`src/rtl/key_debounce16.sv`:
```
// Sixteen-key synchroniser/debouncer feeding the 16-to-4 priority encoder, with a press strobe and key index.
// Define KEY_HOLD_LATCH_EN to make the byte outputs hold only the most recent press instead of live levels.
module key_debounce16 #(
    parameter int CLK_DIV    = 50000,
    parameter int STABLE_CNT = 4
) (
    input  logic        CLK,
    input  logic        RST_N,
    input  logic [15:0] key_raw_N,
    output logic [7:0]  in_15_8,
    output logic [7:0]  in_7_0,
    output logic        press_pulse,
    output logic [3:0]  press_idx
);

    localparam int              PW         = (CLK_DIV > 1) ? $clog2(CLK_DIV) : 1;
    localparam logic [PW-1:0]   PRESC_LAST = PW'(CLK_DIV - 1);
    localparam logic [3:0]      CNT_LAST   = 4'(STABLE_CNT - 1);

    logic [15:0]       r_sync1;
    logic [15:0]       r_sync2;
    logic [PW-1:0]     r_presc;
    logic [15:0]       r_stable;
    logic [15:0][3:0]  r_cnt;
    logic [15:0]       r_out;
    logic              r_press_pulse;
    logic [3:0]        r_press_idx;

    logic              w_tick;
    logic [15:0]       w_stable_nxt;
    logic [15:0][3:0]  w_cnt_nxt;
    logic [15:0]       w_newp;
    logic [3:0]        w_idx;
    logic [15:0]       w_out_nxt;

    assign w_tick = (r_presc == PRESC_LAST);

    always_comb begin
        w_stable_nxt = r_stable;
        w_cnt_nxt    = r_cnt;
        if (w_tick) begin
            for (int k = 0; k < 16; k++) begin
                if (r_sync2[k] == r_stable[k]) begin
                    w_cnt_nxt[k] = 4'd0;
                end else if (r_cnt[k] == CNT_LAST) begin
                    w_stable_nxt[k] = r_sync2[k];
                    w_cnt_nxt[k]    = 4'd0;
                end else begin
                    w_cnt_nxt[k] = r_cnt[k] + 4'd1;
                end
            end
        end
    end

    // Later iterations overwrite earlier ones, so the highest pressed key wins like the encoder.
    always_comb begin
        w_newp = r_stable & ~w_stable_nxt;
        w_idx  = 4'd0;
        for (int k = 0; k < 16; k++) begin
            if (w_newp[k]) begin
                w_idx = 4'(k);
            end
        end
    end

`ifdef KEY_HOLD_LATCH_EN
    always_comb begin
        w_out_nxt = r_out;
        if (|w_newp) begin
            w_out_nxt = ~(16'd1 << w_idx);
        end
    end
`else
    always_comb begin
        w_out_nxt = w_stable_nxt;
    end
`endif

    always_ff @(posedge CLK) begin
        if (!RST_N) begin
            r_sync1       <= '1;
            r_sync2       <= '1;
            r_presc       <= '0;
            r_stable      <= '1;
            r_cnt         <= '0;
            r_out         <= '1;
            r_press_pulse <= 1'b0;
            r_press_idx   <= 4'd0;
        end else begin
            r_sync1  <= key_raw_N;
            r_sync2  <= r_sync1;
            r_presc  <= w_tick ? '0 : r_presc + PW'(1);
            r_stable <= w_stable_nxt;
            r_cnt    <= w_cnt_nxt;
            r_out    <= w_out_nxt;
            r_press_pulse <= |w_newp;
            if (|w_newp) begin
                r_press_idx <= w_idx;
            end
        end
    end

    assign in_15_8     = r_out[15:8];
    assign in_7_0      = r_out[7:0];
    assign press_pulse = r_press_pulse;
    assign press_idx   = r_press_idx;

endmodule
```
`config.mk`:
```
export PLATFORM = sky130hd
export DESIGN_NAME = key_debounce16
export DESIGN_NICKNAME = d
export VERILOG_FILES = /design/src/rtl/key_debounce16.sv
export SDC_FILE = /design/constraint.sdc
export NUM_CORES = 1
export LEC_CHECK = 0
export CORE_MARGIN = 1.5
export CORE_UTILIZATION = 60
export CTS_BUF_LIST = sky130_fd_sc_hd__clkbuf_2
export CTS_CLUSTER_DIAMETER = 60
export DETAILED_ROUTE_END_ITERATION = 7
export HOLD_SLACK_MARGIN = 0.02
export PLACE_DENSITY = 0.81
export SYNTH_ARGS = -nofsm -noshare
export SYNTH_HDL_FRONTEND = slang
export SYNTH_SLANG_ARGS = --single-unit
```
`constraint.sdc`:
```
create_clock -name CLK -period 2 [get_ports CLK]
set_input_delay 0.2 -clock CLK [delete_from_list [all_inputs] [get_ports CLK]]
set_output_delay 0.2 -clock CLK [all_outputs]
set_load 0.05 [all_outputs]
```
==> qor.yml, run 1 <==
synth:
  synth_edf_count: 0
  ys_seq_elements: 133
  ys.flop_type: "dfxtp_1"
  synthArstFlopShare_pct: 0
  syn_inst: 705
  synth_area_um2: 6200
  synthesis.nets: 740
  yosys_warnings: 0
  synth_seq_area_share_pct: 43.0
  ys_types: 45
  syn_area_per_cell_um2: 8.79
global_route:
  use_met2_pct: 44.1
  grtUsageTotal_pct: 25.8
  grt_pass1_wl_mm: 22.7
  use_met1_pct: 30.2
  first_global_vias: 5076
  grt_util_met3_pct: 7.61
  grt_max_degree: 44
  grt.overflow.total: 0
  grt-busiest-layer: "met2"
  antenna_found_initial: 0
finish:
  layout-drive-gt1-share_pct: 12.7
  synthToLayoutAreaGrowth_pct: 17.6
  fill_cells: 749
  final_common_cell: "dfxtp_1"
  nets: 811
  antenna_cells: 0
  finalInstanceArea_um2: 7280
  final_cell_mix: "dfxtp_1, nand2_1, o21ai_0, nand3_1, and2_1"
  fin_util_pct: 73.5
sta:
  clock.fmax_ghz: 0.515
  slew_viol_final: 0
  hold_viol_final: 0
  setup_violations: 0
  fin_crit_ns: 1.94
  setup_tns_ns: 0
  tightest_slew_ns: 0.505
  worst_slack_ns: 0.0564
  relSlewSlack_pct: 66.3
  skew_ns: 0.0220
  finalCritPeriodShare_pct: 97.2
clock_tree:
  path_clk_slew_ns: 0.20
  cts_made_buffers: 17
  clk_latency_ns: 0.73
  clock_path_buffers: 2
  cts_tree: "yes"
  clock_sinks: 133
  cts_max_level: 4
  cts_root_buf: "clkbuf_2"
floorplanning:
  dieHeight_um: 105
  core_um2: 9910
  die_x_um: 105
  start_util_pct: 62.5
  io_pins: 39
  fp-row-count: 36
  die_area_um2: 10900
pwr:
  ir_drop_mv: 0.719
  leakage_nw: 2.72
  cellPowerDensity_nw_per_um2: 629
routing:
  avgViaCountPerCell: 5.78
  wl_mm: 13.9
  dr.pass1.iters: 5
  postRouteAntennaNets: 0
  drt_iter0_markers: 293
  drc: 0
  routedWlPerCell_um: 15.0
  vias: 5326
worst_setup_path:
  crit_family: "compound AO/OA/AOI/OAI gates"
  critPathMaxFanout: 5
  reg2reg_depth: 7
  required_ns: 2.66
  crit_arrival_ns: 2.61
  cp-start-kind: "register"
  critPathMaxStageDelay_ns: 0.38
  cp_slowest_cell: "dfxtp_2"
  cp_num_buf_inv: 1
  crit_chain: "ha_1 > nor3b_1 > buf_4 > a32o_1 > nor4_4 > o21ai_0 > a21boi_0"
  rrSetupSlack_ns: 0.06
  crit_cells: 7
  crit_type: "register to register"
  cp-end-kind: "register"
hold_path:
  min_path_type: "primary input to register"
  hold_depth: 3
place:
  dp_hpwl_mm: 9.17
  placed_area_um2: 6820
  gp_congestion: 0.869
  post-place-ws_ns: 0.0232
  portBuffers: 38
job:
  maxCapViolations: 0
status:
  status: "finished, final reports clean"
==> per-stage QoR <==
step | cells | total power, mW | hold slack [ns]
6_report | 922 | 4.58 | 0.410
2_1_floorplan | 705 | 2.86 | 0.301
3_5_place_dp | 869 | 2.92 | 0.401
3_3_place_gp | 869 | 2.92 | 0.391
5_1_grt | 922 | 4.76 | 0.350
4_1_cts | 918 | 4.62 | 0.329
==> cell type report <==
type	instances	area (um2)	area share, %
clock buffers	17	85.1	1.17
repair buffers	83	766	10.5
well taps	133	166	2.28
inverters	3	11.3	0.155
clock inverters	15	163	2.23
multi-input cells	538	3430	47.0
flip-flops and latches	133	2670	36.6
==> sequential cells by signal (all words and copies together), names as in the netlist <==
| signal | cells |
|---|---|
| press_idx | 4 |
| press_pulse | 1 |
| r_cnt | 64 |
| r_out | 16 |
| r_presc | 16 |
| r_sync1 | 16 |
| r_sync2 | 16 |
==> worst min-delay path, stage by stage <==
cell and delay [ns]:
dlygate4sd3_1 0.54, buf_2 0.26, nand3_1 0.11
==> routing by layer <==
| layer | vias up | routed length [um] |
|---|---|---|
| li1 | 2646 | - |
| met4 | 0 | 289 |
| met3 | 29 | 609 |
| met2 | 134 | 6960 |
| met1 | 2517 | 6000 |
| met5 | - | 0 |
==> kinds of logic after synthesis <==
family,share of synthesized area [%]
simple gates,30.6
fa+ha+maj,3.43
buf+inv,2.46
xor+xnor,5.09
compound gates,15.4
flops,43.0
==> final timing paths <==
path	from	end
worst min register to register	r_presc[0]$_SDFF_PP0_	r_presc[0]$_SDFF_PP0_
worst max register to register	r_cnt[4]$_SDFFE_PN0N_	press_idx[2]$_SDFFE_PN0P_
worst max-delay path	r_cnt[4]$_SDFFE_PN0N_	press_idx[2]$_SDFFE_PN0P_
worst min-delay path	RST_N	r_out[3]$_SDFF_PN1_
==> power by group <==
group | switching (mW) | internal (mW) | total (mW)
Clock | 1.00 | 0.680 | 1.68
Combinational | 0.0827 | 0.106 | 0.188
Sequential | 0.0205 | 2.69 | 2.71
==> synth_stat cells, types with 5 or more instances <==
library cell	n	area share, %
a21boi_0	18	2.2
buf_2	8	0.65
o31ai_1	17	2.1
nand2_1	64	3.9
nand3b_1	26	3.2
a21oi_1	21	1.7
and2_1	40	4.0
nor2b_1	24	2.4
and3_1	8	0.81
clkbuf_1	20	1.2
nor2_1	22	1.3
a2bb2o_1	6	0.97
xor2_1	14	2.0
dfxtp_1	133	43
ha_1	17	3.4
nand3_1	52	4.2
o21ai_0	60	4.8
nor3b_1	10	1.2
or3_1	10	1.0
nand2b_1	38	3.8
o211ai_1	5	0.61
nor3_1	16	1.3
xnor2_1	22	3.1
a31oi_1	12	1.2
==> repair_timing <==
action                     in CTS  in global routing
setup endpoints to repair      23                 36
buffers inserted                0                  2
pin swaps                       0                  5
cloned                          0                  2
hold buffers                   17                  0
gates resized for setup        30                 42
hold endpoints to repair       39                  0
No activity file was read; power rests on OpenSTA's default activity.
==> inputs of run 2 (changes only) <==
==> constraint.sdc (replaced) <==
create_clock -name CLK -period 2 [get_ports CLK]
set_input_delay 0.2 -clock CLK [delete_from_list [all_inputs] [get_ports CLK]]
set_output_delay 0.2 -clock CLK [all_outputs]
set_load 0.02 [all_outputs]
==> qor.yml, run 2 (synthesis gave the netlist of run 1 again) <==
global_route:
  grt-busiest-layer: "met2"
  antenna_found_initial: 0  # unchanged
  grt_max_degree: 44  # unchanged
  first_global_vias: 5076  # unchanged
  grtUsageTotal_pct: 25.8  # about the same
  grt_util_met3_pct: 7.61  # unchanged
  use_met2_pct: 44.2  # +0.047 points
  grt.overflow.total: 0  # unchanged
  use_met1_pct: 30.2  # unchanged
  grt_pass1_wl_mm: 22.7  # about the same
place:
  gp_congestion: 0.869  # unchanged
  portBuffers: 38  # unchanged
  post-place-ws_ns: 0.0232  # unchanged
  dp_hpwl_mm: 9.17  # unchanged
finish:
  final_common_cell: "dfxtp_1"
  synthToLayoutAreaGrowth_pct: 18.2
  largest_reg_flops: 64  # unchanged
  antenna_cells: 0  # unchanged
  nets: 811  # unchanged
  multiInputGateArea_um2: 3430  # unchanged
  regArea_um2: 2670  # unchanged
  fill_cells: 750  # +0.13%
  regMostFlops: "r_cnt"
  final_cell_mix: "dfxtp_1, nand2_1, o21ai_0, nand3_1, and2_1"
  layout-drive-gt1-share_pct: 10.6  # -2.0 points
floorplanning:
  start_util_pct: 62.5  # unchanged
  core_um2: 9910  # unchanged
  io_pins: 39  # unchanged
  die_area_um2: 10900  # unchanged
  dieHeight_um: 105  # unchanged
  die_x_um: 105  # unchanged
  fp-row-count: 36  # unchanged
clock_tree:
  cts_max_level: 4  # unchanged
  clock_path_buffers: 2  # unchanged
  cts_tree: "yes"
  cts_root_buf: "clkbuf_2"
  cts_made_buffers: 17  # unchanged
  path_clk_slew_ns: 0.19  # about the same
  clk_latency_ns: 0.73  # about the same
  clock_sinks: 133  # unchanged
hold_path:
  min_path_type: "primary input to register"
routing:
  avgViaCountPerCell: 5.75  # -0.51%
  drc: 0  # unchanged
  dr.pass1.iters: 5  # unchanged
  drt_iter0_markers: 335  # +14%
  vias: 5299  # -0.51%
  routedWlPerCell_um: 15.0  # -0.12%
  postRouteAntennaNets: 0  # unchanged
  wl_mm: 13.8  # -0.12%
pwr:
  ir_drop_mv: 0.716  # -0.44%
  cellPowerDensity_nw_per_um2: 626  # -0.55%
  leakage_nw: 2.72  # about the same
sta:
  setup_violations: 0  # unchanged
  slew_viol_final: 0  # unchanged
  clock.fmax_ghz: 0.516  # +0.23%
  relSlewSlack_pct: 66.2  # -0.15 points
  hold_viol_final: 0  # unchanged
  tightest_slew_ns: 0.507  # +0.00222 ns
  skew_ns: 0.0208  # -0.00116 ns
  finalCritPeriodShare_pct: 97.0  # -0.22 points
  fin_crit_ns: 1.94  # -0.00442 ns
  setup_tns_ns: 0  # unchanged
  worst_slack_ns: 0.0608  # +0.00442 ns
worst_setup_path:
  crit_arrival_ns: 2.60  # about the same
  critPathMaxStageDelay_ns: 0.38  # about the same
  critPathMaxFanout: 5  # unchanged
  cp_slowest_cell: "dfxtp_2"
  crit_type: "register to register"
  crit_chain: "ha_1 > nor3b_1 > buf_4 > a32o_1 > nor4_4 > o21ai_0 > a21boi_0"
  cp-start-kind: "register"
  cp-end-kind: "register"
  cp_num_buf_inv: 1  # unchanged
  required_ns: 2.66  # about the same
  crit_family: "compound AO/OA/AOI/OAI gates"
job:
  maxCapViolations: 0  # unchanged
status:
  status: "finished, final reports clean"
[run 2: cell types whose count changed in the layout (fill, tap and decap cells not counted)]
| cell | change |
|---|---|
| clkbuf_2 | -13 |
| clkdlybuf4s15_1 | -4 |
| clkdlybuf4s15_2 | -3 |
| dlygate4sd2_1 | +19 |
| dlymetal6s2s_1 | +1 |
[run 2: worst register-to-register path, stage by stage (launching register included)]
cell and delay, ns:
dfxtp_2 0.38, ha_1 0.22, nor3b_1 0.15, buf_4 0.16, a32o_1 0.27, nor4_4 0.36
o21ai_0 0.14, a21boi_0 0.21
[run 2: what timing repair did]
| item | 4_1_cts | 5_1_grt |
|---|---|---|
| hold buffers | 17 | 0 |
| setup endpoints to repair | 22 | 20 |
| gates resized for setup | 21 | 15 |
| buffers inserted | 0 | 2 |
| cloned | 0 | 2 |
| pin swaps | 0 | 5 |
| endpoints found under the hold margin | 39 | 0 |
[run 2: final timing paths]
path	from	to	slack (ns)	cells past startpoint
worst max-delay path	r_cnt[4]$_SDFFE_PN0N_	press_idx[2]$_SDFFE_PN0P_	0.06	7
worst min-delay path	RST_N	r_out[3]$_SDFF_PN1_	0.41	3
worst max register to register	r_cnt[4]$_SDFFE_PN0N_	press_idx[2]$_SDFFE_PN0P_	0.06	7
worst min register to register	r_presc[0]$_SDFF_PP0_	r_presc[0]$_SDFF_PP0_	0.42	1
[run 2: metrics by stage]
step / area, um2 / hold slack, ns / utilization [%] / power, mW / cells
floorplan: 6200 / 0.301 / - / 2.86 / 705
global placement: 6820 / 0.391 / 68.8 / 2.92 / 869
detailed placement: 6820 / 0.401 / 68.8 / 2.92 / 869
CTS: 7210 / 0.329 / 72.8 / 4.62 / 918
global route: 7320 / 0.350 / 73.9 / 4.76 / 922
finish: 7320 / 0.406 / 73.9 / 4.58 / 922
[run 2: per-layer routing]
layer / wire [um] / vias up / part of all wire [%]
met5: 0 / - / 0
met4: 293 / 0 / 2.1
met3: 512 / 31 / 3.7
met2: 6950 / 127 / 50
met1: 6090 / 2496 / 44
li1: - / 2645 / -
[run 2: final cells by class]
| cell class | instances | area share, % |
|---|---|---|
| sequential | 133 | 36.4 |
| clock buffer | 17 | 1.16 |
| clock inverter | 15 | 2.22 |
| tap | 133 | 2.27 |
| multi-input combinational | 538 | 46.8 |
| inverter | 3 | 0.154 |
| timing repair buffer | 83 | 11.0 |
[run 2: where the power goes]
group	internal (mW)	leakage [nW]	switching, mW
clock	0.680	0.143	1.00
combinational	0.106	1.50	0.0827
sequential	2.69	1.08	0.0206
==> inputs of run 3 (changes only) <==
- GPL_TIMING_DRIVEN: not set -> 0
==> qor.yml, run 3 (synthesis gave the netlist of run 1 again) <==
status:
  status: "finished, final reports clean"
place:
  dp_hpwl_mm: 10.6  # +16%
  portBuffers: 37  # -2.6%
  place_inst: 875  # +0.69%
  gp_congestion: 0.901  # +3.7%
  placed_area_um2: 6730  # -1.2%
  post-place-ws_ns: -0.346  # -0.369 ns
clock_tree:
  cts_tree: "yes"
  clock_path_buffers: 2  # unchanged
  cts_max_level: 4  # unchanged
  cts_made_buffers: 17  # unchanged
  clock_sinks: 133  # unchanged
  clk_latency_ns: 0.73  # about the same
  path_clk_slew_ns: 0.16  # -0.03 ns
  cts_root_buf: "clkbuf_2"
sta:
  slew_viol_final: 0  # unchanged
  relSlewSlack_pct: 57.1  # -9.1 points
  tightest_slew_ns: 0.644  # +0.137 ns
  worst_slack_ns: 0.0728  # +0.0120 ns
  fin_crit_ns: 1.93  # -0.0120 ns
  clock.fmax_ghz: 0.519  # +0.62%
  finalCritPeriodShare_pct: 96.4  # -0.60 points
  hold_viol_final: 0  # unchanged
  setup_violations: 0  # unchanged
  skew_ns: 0.0272  # +0.00640 ns
finish:
  antenna_cells: 0  # unchanged
  multiInputGateArea_um2: 3510  # +2.5%
  final_cell_mix: "dfxtp_1, nand2_1, o21ai_0, nand3_1, and2_1"
  synthToLayoutAreaGrowth_pct: 17.6
  finalInstanceArea_um2: 7290  # -0.50%
  regMostFlops: "r_cnt"
  largest_reg_flops: 64  # unchanged
  final_cells: 925  # +0.33%
  layout-drive-gt1-share_pct: 11.0  # +0.34 points
  nets: 816  # +0.62%
  regArea_um2: 2670  # +0.23%
  final_common_cell: "dfxtp_1"
  fill_cells: 741  # -1.2%
hold_path:
  hold_depth: 1  # -2
  min_path_type: "register to register"
  hold_start: "r_sync1[8]$_SDFF_PN1_"
  whs_endpoint: "r_sync2[8]$_SDFF_PN1_"
routing:
  routedWlPerCell_um: 17.2  # +15%
  wl_mm: 15.9  # +15%
  postRouteAntennaNets: 0  # unchanged
  dr.pass1.iters: 6  # +1
  avgViaCountPerCell: 5.98  # +4.1%
  vias: 5535  # +4.5%
  drt_iter0_markers: 382  # +14%
  drc: 0  # unchanged
global_route:
  grt_pass1_wl_mm: 25.2  # +11%
  first_global_vias: 5213  # +2.7%
  antenna_found_initial: 0  # unchanged
  grtUsageTotal_pct: 29.7  # +3.9 points
  grt_max_degree: 17  # -61%
  grt.overflow.total: 0  # unchanged
pwr:
  cellPowerDensity_nw_per_um2: 588  # -6.1%
  ir_drop_mv: 0.691  # -3.4%
  leakage_nw: 2.70  # -0.73%
worst_setup_path:
  crit_family: "simple AND/OR/NAND/NOR gates"
  reg2reg_from: "r_presc[0]$_SDFF_PP0_"
  reg2reg_depth: 7  # unchanged
  cp_num_buf_inv: 1  # unchanged
  rrSetupSlack_ns: 0.07  # about the same
  cp-end-kind: "register"
  cp_slowest_cell: "or3_1"
  critPathMaxStageDelay_ns: 0.41  # +0.03 ns
  crit_chain: "ha_1 > and3_4 > nand4_4 > buf_6 > or3_1 > o31ai_2 > and2_1"
  cp-start-kind: "register"
  critPathMaxFanout: 10  # +5
  crit_arrival_ns: 2.59  # about the same
  required_ns: 2.66  # about the same
  reg2reg_to: "r_cnt[3]$_SDFFE_PN0N_"
  crit_type: "register to register"
floorplanning:
  io_pins: 39  # unchanged
  fp-row-count: 36  # unchanged
  die_area_um2: 10900  # unchanged
  dieHeight_um: 105  # unchanged
  die_x_um: 105  # unchanged
  core_um2: 9910  # unchanged
  start_util_pct: 62.5  # unchanged
job:
  maxCapViolations: 0  # unchanged
run 3: through the flow:
step	setup TNS [ns]	utilization (%)	hold slack (ns)	total power [mW]
global placement	-12.65	67.9	0.387	2.93
floorplan	0	-	0.301	2.86
global route	-0.0247	73.5	0.436	4.45
detailed placement	-14.93	67.9	0.396	2.94
finish	0	73.5	0.433	4.28
CTS	0	72.2	0.0319	4.29
run 3: worst max-delay path by stage:
stage	start	endpoint	slack, ns	cells after the start
finish	r_presc[0]$_SDFF_PP0_	r_cnt[3]$_SDFFE_PN0N_	0.07	7
global route	r_presc[0]$_SDFF_PP0_	r_out[13]$_SDFF_PN1_	-0.01	9
floorplan	r_cnt[40]$_SDFFE_PN0N_	press_idx[0]$_SDFFE_PN0P_	0.16	7
detailed placement	r_presc[0]$_SDFF_PP0_	r_cnt[6]$_SDFFE_PN0N_	-0.35	8
global placement	r_presc[0]$_SDFF_PP0_	r_out[10]$_SDFF_PN1_	-0.30	8
CTS	press_idx[0]$_SDFFE_PN0P_	press_idx[0]	0.005	1
run 3: area by class of cell:
| type | instances | area share, % |
|---|---|---|
| buffer | 31 | 2.71 |
| clock buffer | 23 | 1.58 |
| clock inverter | 7 | 0.807 |
| inverter | 3 | 0.155 |
| multi-input combinational | 538 | 48.2 |
| sequential | 133 | 36.7 |
| tap | 133 | 2.28 |
| timing repair buffer | 57 | 7.59 |
run 3: power breakdown:
group / leakage (nW) / internal [mW] / switching, mW / total (mW)
sequential: 1.08 / 2.69 / 0.0211 / 2.71
combinational: 1.50 / 0.108 / 0.100 / 0.208
clock: 0.122 / 0.449 / 0.917 / 1.37
total: 2.70 / 3.24 / 1.04 / 4.28
run 3: what timing repair did:
item                                    CTS  global route
hold endpoints to repair                 29             1
resized for setup                        43            49
endpoints found under the setup margin  108            64
setup buffers                             2             1
cloned                                    0             0
hold buffers                             16             1
pin swaps                                 2             1
run 3: metal layers:
layer / vias to the layer above / track usage, % / wire, um
li1: 2661 / - / -
met1: 2609 / 36.5 / 6740
met2: 218 / 49.3 / 7640
met3: 47 / 5.99 / 1050
met4: 0 / 15.6 / 482
met5: - / 0 / 0
